### src/rtl/regfile_write_arbiter.sv
// Round-robin arbiter merging three write requesters onto one register-file
// write port through a single registered output stage.
module regfile_write_arbiter (
    input  logic        clk_i,
    input  logic        rst_ni,
    input  logic        req0_i,
    input  logic        req1_i,
    input  logic        req2_i,
    input  logic [4:0]  reg0_i,
    input  logic [4:0]  reg1_i,
    input  logic [4:0]  reg2_i,
    input  logic [31:0] data0_i,
    input  logic [31:0] data1_i,
    input  logic [31:0] data2_i,
    input  logic        hold_i,
    output logic        gnt0_o,
    output logic        gnt1_o,
    output logic        gnt2_o,
    output logic        reg_write_o,
    output logic [4:0]  write_register_o,
    output logic [31:0] write_data_o,
    output logic [31:0] pending_mask_o,
    output logic [15:0] write_count_o
);

    typedef enum logic {IDLE, WRITE} state_e;

    state_e      state_q, state_d;
    logic [1:0]  ptr_q, ptr_d;
    logic [4:0]  wreg_q, wreg_d;
    logic [31:0] wdata_q, wdata_d;
    logic [15:0] cnt_q, cnt_d;

    logic [2:0]  req_v;
    logic [2:0]  gnt;
    logic [1:0]  gidx;
    logic        xfer;
    logic [4:0]  sel_reg;
    logic [31:0] sel_data;
    logic        rw;
    logic [31:0] pend;

    // Reset forces grants low even with requests present.
    always_comb begin
        req_v = {req2_i, req1_i, req0_i} & {3{~hold_i & rst_ni}};
        gnt   = 3'b000;
        case (ptr_q)
            2'd1: begin
                if (req_v[1])      gnt = 3'b010;
                else if (req_v[2]) gnt = 3'b100;
                else if (req_v[0]) gnt = 3'b001;
            end
            2'd2: begin
                if (req_v[2])      gnt = 3'b100;
                else if (req_v[0]) gnt = 3'b001;
                else if (req_v[1]) gnt = 3'b010;
            end
            default: begin
                if (req_v[0])      gnt = 3'b001;
                else if (req_v[1]) gnt = 3'b010;
                else if (req_v[2]) gnt = 3'b100;
            end
        endcase
        xfer = |gnt;
        gidx = 2'd0;
        unique case (1'b1)
            gnt[1]:  gidx = 2'd1;
            gnt[2]:  gidx = 2'd2;
            default: gidx = 2'd0;
        endcase
    end

    always_comb begin
        sel_reg  = reg0_i;
        sel_data = data0_i;
        case (gidx)
            2'd1: begin
                sel_reg  = reg1_i;
                sel_data = data1_i;
            end
            2'd2: begin
                sel_reg  = reg2_i;
                sel_data = data2_i;
            end
            default: ;
        endcase
    end

    always_ff @(posedge clk_i or negedge rst_ni) begin
        if (!rst_ni) begin
            state_q <= IDLE;
            ptr_q   <= 2'd0;
            wreg_q  <= 5'd0;
            wdata_q <= 32'd0;
            cnt_q   <= 16'd0;
        end else begin
            state_q <= state_d;
            ptr_q   <= ptr_d;
            wreg_q  <= wreg_d;
            wdata_q <= wdata_d;
            cnt_q   <= cnt_d;
        end
    end

    always_comb begin
        state_d = xfer ? WRITE : IDLE;
        ptr_d   = ptr_q;
        wreg_d  = wreg_q;
        wdata_d = wdata_q;
        cnt_d   = cnt_q;
        if (xfer) begin
            ptr_d   = (gidx == 2'd2) ? 2'd0 : gidx + 2'd1;
            wreg_d  = sel_reg;
            wdata_d = sel_data;
            cnt_d   = cnt_q + 16'd1;
        end
    end

    // Register 0 writes are granted and counted but never enabled.
    always_comb begin
        rw               = (state_q == WRITE) && (wreg_q != 5'd0);
        reg_write_o      = rw;
        write_register_o = wreg_q;
        write_data_o     = wdata_q;
        write_count_o    = cnt_q;
        gnt0_o           = gnt[0];
        gnt1_o           = gnt[1];
        gnt2_o           = gnt[2];
    end

    always_comb begin
        pend = 32'd0;
        for (int r = 1; r < 32; r++) begin
            pend[r] = (req0_i && reg0_i == 5'(r))
                   || (req1_i && reg1_i == 5'(r))
                   || (req2_i && reg2_i == 5'(r))
                   || (rw && wreg_q == 5'(r));
        end
        pending_mask_o = rst_ni ? pend : 32'd0;
    end

endmodule

### config.mk
export PLATFORM = sky130hd
export DESIGN_NAME = regfile_write_arbiter
export DESIGN_NICKNAME = d
export VERILOG_FILES = /design/src/rtl/regfile_write_arbiter.sv
export SDC_FILE = /design/constraint.sdc
export NUM_CORES = 1
export LEC_CHECK = 0
export ABC_CLOCK_PERIOD_IN_PS = 2820
export CAP_MARGIN = 20
export CELL_PAD_IN_SITES_DETAIL_PLACEMENT = 1
export CELL_PAD_IN_SITES_GLOBAL_PLACEMENT = 1
export CORE_ASPECT_RATIO = 1.4
export CORE_MARGIN = 3
export CORE_UTILIZATION = 28
export DETAILED_ROUTE_END_ITERATION = 6
export GPL_TIMING_DRIVEN = 0
export PLACE_DENSITY = 0.85
export SLEW_MARGIN = 20
export SYNTH_ARGS = -nofsm -noshare
export SYNTH_HDL_FRONTEND = slang
export SYNTH_SLANG_ARGS = --single-unit
### constraint.sdc
create_clock -name clk_i -period 2.82 [get_ports clk_i]
set_input_delay 0.564 -clock clk_i [delete_from_list [all_inputs] [get_ports clk_i]]
set_output_delay 0.564 -clock clk_i [all_outputs]
set_load 0.03 [all_outputs]
# Yosys cells after proc, flatten, opt, wreduce, memory -nomap -nowiden
# Index checks and enable logic that the tools add are counted.
# Widths: inputs -> output; s select.
[op_classes] bitwise=3 n_eq_ne=128 add_sub_neg=2 muxes=16 reduce_logical=220
[op_table] cell="$eq 5x5->1 const B" n=64
[op_table] cell="$eq 5x4->1 const B" n=32
[op_table] cell="$logic_and 1x1->1" n=125
[op_table] cell="$logic_or 1x1->1" n=93
[op_table] cell="$eq 5x3->1 const B" n=16
[op_table] cell="$pmux 32 s2" n=1
[op_table] cell="$eq 5x2->1 const B" n=8
[op_table] cell="$mux 32" n=1
[op_table] cell="$eq 5x1->1 const B" n=4
[op_table] cell="$mux 3" n=6
[op_table] cell="$add 16x1->16 const B" n=1
[op_table] cell="$pmux 5 s2" n=1
[op_table] cell="$mux 2" n=3
[op_table] cell="$pmux 3 s2" n=1
[op_table] cell="$reduce_bool 5->1" n=1
[op_table] cell="$eq 2x1->1 const B" n=2
[op_table] cell="$eq 2x2->1 const B" n=2
[op_table] cell="$pmux 2 s2" n=1
[op_table] cell="$and 3x3->3" n=1
[op_table] cell="$reduce_or 3->1" n=1
[op_table] cell="$add 2x1->2 const B" n=1
[op_table] cell="$mux 1" n=2
[op_table] cell="$and 1x1->1" n=1
[op_table] cell="$not 1->1" n=1
[word_totals] ff_bits=56 in_bits=117

# Logic depth before layout (Yosys ltp)
[depth] word_depth=10 ltp_mapped=12 mapped_depth_nobuf=10

# Worst setup path before layout
# OpenSTA, ideal clock, no wires.
[synth_timing] path_kind="reg2reg" from="register ptr_q[0]" to="register wdata_q[1] (netlist: write_data_o[1])" path_buffers=2 path_stages_with_launch=13 arrival_time_ns=2.510 path_slack_ns=0.228 setup_time_ns=0.083 synth_period_minus_slack_ns=2.592 path_cell_list="dfrtp_1 -> inv_1 -> ha_1 -> a21oi_1 -> o22ai_1 -> nor2b_1 -> ha_1 -> buf_2 -> buf_1 -> a22oi_1 -> nand2_1 -> o21ai_0 -> o21ai_0"
[synth_between] elab_chain_cells=5 elab_cells_between_ends=8 cone_classes="eq/ne: 4; mux: 3; reduce/logical: 1"
[synth_rtl] element="start: declaration" line="29" text="logic [1:0] ptr_q, ptr_d;"
[synth_rtl] element="start signal: assignment" line="98" text="ptr_q <= ptr_d;"
[synth_rtl] element="$eq 2x2->1 / $eq 2x1->1 (equally long branches)" line="47" text="case (ptr_q)"
[synth_rtl] element="$pmux 3 s2 (*)" line="47"
[synth_rtl] element="named net gnt1_o" line="17" text="output logic gnt1_o,"
[synth_rtl] element="$pmux 2 s2" line="66" text="unique case (1'b1)"
[synth_rtl] element="$eq 2x2->1 / $eq 2x1->1 (equally long branches)" line="76" text="case (gidx)"
[synth_rtl] element="$pmux 32 s2" line="76"
[synth_rtl] element="end signal: assignment" line="100" text="wdata_q <= wdata_d;"
[synth_rtl] element="end: declaration" line="31" text="logic [31:0] wdata_q, wdata_d;"
# Mark *: on every way through the listed nets, which the timed path passes. The rest lies on a longest branch.
# A chain may end at the register's enable or synchronous reset.

# Worst setup path after layout
[layout_timing] from="input port reg1_i[3]" to="output port pending_mask_o[20]"
[layout_between] elab_chain_cells=6
[layout_rtl] element="start: declaration" line="10" text="input logic [4:0] reg1_i,"
[layout_rtl] element="$eq 5x5->1" line="135" text="|| (req1_i && reg1_i == 5'(r))"
[layout_rtl] element="$logic_and 1x1->1" line="135"
[layout_rtl] element="$logic_or 1x1->1" line="135"
[layout_rtl] element="$logic_or 1x1->1" line="136" text="|| (req2_i && reg2_i == 5'(r))"
[layout_rtl] element="$logic_or 1x1->1" line="137" text="|| (rw && wreg_q == 5'(r));"
[layout_rtl] element="$mux 32" line="139" text="pending_mask_o = rst_ni ? pend : 32'd0;"
[layout_rtl] element="end: declaration" line="22" text="output logic [31:0] pending_mask_o,"
# No other way between the ends.

==> metrics.md <==
| Metric | Value |
|---|---|
| Cells after DPL | 911 |
| Wire length of the first global-routing pass | 30200 um |
| Net count of the mapped netlist | 647 |
| Class of the tightest hold or removal check | primary input to async pin |
| Reg-to-Reg Start | ptr_q[0] |
| Max Transition Viols Final | 0 |
| FF-to-FF path depth | 10 |
| Flop-to-flop setup slack | 250 ps |
| Htree depth | 2 |
| Count of nets left with antenna violations after detail routing | 0 |
| Largest net degree at the start of global routing | 30 |
| Setup Viol. Count Final | 2 |
| Number of optimization iterations in the first detailed-route pass | 4 |
| Share of flip-flops with an asynchronous set or reset after synthesis | 100% |
| Starting density of the core | 28.9% |
| TritonCTS clock tree | done |
| Data arrival time of the worst path | 2280 ps |
| Ant diodes | 0 |
| Number of instances in the synthesized netlist | 523 |
| Wire length after detailed routing | 20100 um |
| Port bufs | 202 |
| Number of ports placed on the die boundary | 206 |
| Floorplan Core Area | 0.0141 sq mm |
| Number of fill cells in the layout | 1689 |
| Die area | 0.0161 sq mm |
| Measured slew at the worst slew-check pin | 548 ps |
| Worst voltage drop across the vdd grid | 0.314 mV |
| HPWL after detailed placement | 15600 um |
| Data required time at the worst endpoint | 2260 ps |
| Pre-CTS worst setup slack | -666 ps |
| Synth Flop Type | sky130_fd_sc_hd__dfrtp_1 |
| Final critical-path share of the clock period | 101% |
| Shortest clock period the worst path allows after layout | 2840 ps |
| TritonCTS buffer count | 5 |
| Share of synthesized cell area in and, or, nand and nor gates | 21.7% |
| Largest fanout of any net on the critical path | 10 |
| Unrepaired setup endpoints after global routing | true |
| Site Rows | 51 |
| Number of max-capacitance violations reported | 0 |
| Worst clock skew | 7.00 ps |
| Routability cong. | 0.949 |
| Crit Path Category | primary input to primary output |
| DR vias/cell | 5.47 |
| Capturing point of the worst reg2reg path | write_data_o[6] |
| Violation count after the first detailed-route iteration | 188 |
| GRT overflow | 0 |
| Synth warn | 0 |
| Post-Syn Area | 0.00408 sq mm |
| Total track usage | 24.4% |
| Mux cell area share after synthesis | 0% |
| Clock-pin slew reported for the worst setup and hold paths after clock tree synthesis | 70 ps |
| Final cell count without fillers | 921 |
| Post-synthesis adder-cell area fraction | 2.15% |
| CTS Root Buffer Type | sky130_fd_sc_hd__clkbuf_16 |
| Top cell type by total area after synthesis | sky130_fd_sc_hd__dfrtp_1 |
| Avg Inst Size Synth | 7.79 sq um |
| Post-synthesis sequential area ratio | 34.4% |
| Final Total Pwr | 4.85 mW |
| Horizontal die dimension | 108 um |
| Xor and xnor area share after synthesis | 3.22% |
| Latest clock arrival within the worst-skew pair | 290 ps |
| Total count of hold-check failures in the final report | 0 |
| Max Freq | 352 MHz |
| Kind of start point of the critical path | primary input |
| Cell area power density | 708 mW/mm^2 |
| CP bufs+invs | 4 |
| Slew margin rel. | 63.5% |
| Chain of cells forming the critical path | clkdlybuf4s50_1, buf_6, nand4b_1, buf_4, o22ai_1, o21a_1, buf_2 |
| Area share of the largest cell type after synthesis | 34.4% |
| Final routed DRC violation total | 0 |
| Area delta synth->final | 67.9% |
| Setup crit end kind | primary output |
| Standby leakage power | 2.68 nW |
| Initial antenna violation count | 0 |
| Total area of multi-input combinational cells | 0.00268 sq mm |
| Fin nets | 859 |
| Cell class contributing the biggest share of worst-path delay | buffers and inverters |
| Average wire per cell in the routed design | 21.8 um |
| Vias in the first global route | 5557 |
| Status | finished with violations |
| Reg area | 0.00140 sq mm |
| Fraction of final layout cells with drive strength greater than 1 | 17.0% |
| Synthesis-stage register bit count | 56 |
| Count of flip-flops with a built-in enable after synthesis | 0 |
| Compound-cell area share of the yosys netlist | 32.7% |
| Total via count in the routed design | 5039 |
| CP max stage cell | sky130_fd_sc_hd__clkdlybuf4s50_1 |
| Clock sink total | 56 |
| Number of distinct library cells after synthesis | 41 |
| Dominant combinational cell family by area after synthesis | compound AO/OA/AOI/OAI gates |
| Min setup slack post-route | -23.4 ps |
| Delay contributed by the slowest stage of the critical path | 440 ps |
| Main area contributors after synthesis | sky130_fd_sc_hd__dfrtp_1, sky130_fd_sc_hd__o21ai_0, sky130_fd_sc_hd__o22ai_1, sky130_fd_sc_hd__nand2_1, sky130_fd_sc_hd__a22oi_1 |
| Number of buffers between clock root and the deepest sink | 2 |
| Violated checks | setup timing |
| Vertical die dimension | 149 um |
| Total stage count of the critical path | 7 |
stage by stage:
step / util [%] / instance area [sq um] / TNS, ps / hold slack [ps]
3_5_place_dp: 45.1 / 6350 / -39180 / 465
4_1_cts: 47.6 / 6720 / -36.9 / 245
3_3_place_gp: 44.9 / 6330 / -240380 / 460
5_1_grt: 48.5 / 6840 / -357 / 265
6_report: 48.5 / 6840 / -46.4 / 257
2_1_floorplan: - / 4080 / 0 / 268
power by group:
| group | switching [mW] | internal [mW] | total (mW) |
|---|---|---|---|
| sequential | 0.247 | 1.10 | 1.34 |
| clock | 0.287 | 0.418 | 0.705 |
| combinational | 1.68 | 1.12 | 2.80 |
worst reg2reg max path, delay by kind of cell, from the launching register on:
kind / cells / cell delay [ps]
AND/OR/NAND/NOR: 1 / 150
buffers and inverters: 3 / 510
adder cells (fa/ha/maj): 2 / 760
flip-flops: 1 / 360
AO/OA/AOI/OAI: 4 / 670
routing by layer:
metal | vias to the layer above | part of all wire, % | GRT usage (%)
li1 | 2343 | - | -
met1 | 2450 | 36 | 25.6
met2 | 199 | 54 | 46.0
met3 | 47 | 5.6 | 4.20
met4 | 0 | 4.8 | 12.0
met5 | - | 0 | 0
area by class of cell:
cell class                 count  area share [%]
multi-input combinational    417            39.2
timing repair buffer         211            30.6
sequential                    56            20.5
buffer                        37            3.44
tap                          185            3.38
clock buffer                   5            1.83
clock inverter                 3           0.622
inverter                       7           0.421
registers in the layout, indices dropped and copies added (netlist names):
signal	count
write_data_o	32
ptr_q	2
state_q	1
write_count_o	16
write_register_o	5
cell families after synthesis:
family / after synthesis
other: 1
XOR/XNOR: 15
AO/OA/AOI/OAI: 213
flip-flops: 56
buffers and inverters: 50
adder cells (fa/ha/maj): 7
AND/OR/NAND/NOR: 181
worst max-delay path by stage:
stage                          from                   to  slack [ps]
after floorplan            ptr_q[0]      write_data_o[1]         230
after global placement       rst_ni      write_data_o[0]       -2720
after detailed placement     req2_i  write_register_o[3]        -670
after CTS                 reg1_i[2]   pending_mask_o[22]         -30
after global routing      reg1_i[2]   pending_mask_o[21]         -90
final                     reg1_i[3]   pending_mask_o[20]         -20
cell usage in the layout (no fill, tap or decap), types with 4 or more instances in the layout:
cell,n
sky130_fd_sc_hd__inv_1,6
sky130_fd_sc_hd__a22oi_1,33
sky130_fd_sc_hd__o22ai_2,17
sky130_fd_sc_hd__clkbuf_2,11
sky130_fd_sc_hd__buf_4,15
sky130_fd_sc_hd__nand2_1,94
sky130_fd_sc_hd__nand4_1,9
sky130_fd_sc_hd__clkdlybuf4s50_1,155
sky130_fd_sc_hd__a22oi_2,4
sky130_fd_sc_hd__nand2b_2,4
sky130_fd_sc_hd__buf_6,6
sky130_fd_sc_hd__ha_1,7
sky130_fd_sc_hd__nand2b_4,4
sky130_fd_sc_hd__dlygate4sd2_1,13
sky130_fd_sc_hd__nor2_1,9
sky130_fd_sc_hd__dfrtp_1,55
sky130_fd_sc_hd__o21a_1,31
sky130_fd_sc_hd__nand2b_1,10
sky130_fd_sc_hd__o21ai_0,76
sky130_fd_sc_hd__clkbuf_1,8
sky130_fd_sc_hd__clkdlybuf4s15_2,13
sky130_fd_sc_hd__xor2_1,7
sky130_fd_sc_hd__xnor2_1,8
sky130_fd_sc_hd__buf_2,15
sky130_fd_sc_hd__nand3_1,18
sky130_fd_sc_hd__clkbuf_16,6
sky130_fd_sc_hd__nor2b_1,5
sky130_fd_sc_hd__o22ai_1,43
sky130_fd_sc_hd__nand4b_1,5
repair_timing:
action / CTS / global route
endpoints found under the setup margin: 71 / 63
pin swaps: 3 / 10
gates cloned: 1 / 1
gates resized for setup: 139 / 72
hold buffers: 0 / 0
setup buffers: 0 / 6
synthesized netlist by cell type, drive strengths merged, types with 18 or more instances:
library cell and count:
o22ai 60, nand3 19, clkbuf 23, buf 20, o21ai 77, o21a 31
dfrtp 56, nand2 96, a22oi 37, nand2b 18
(Power assumes the default switching activity.)
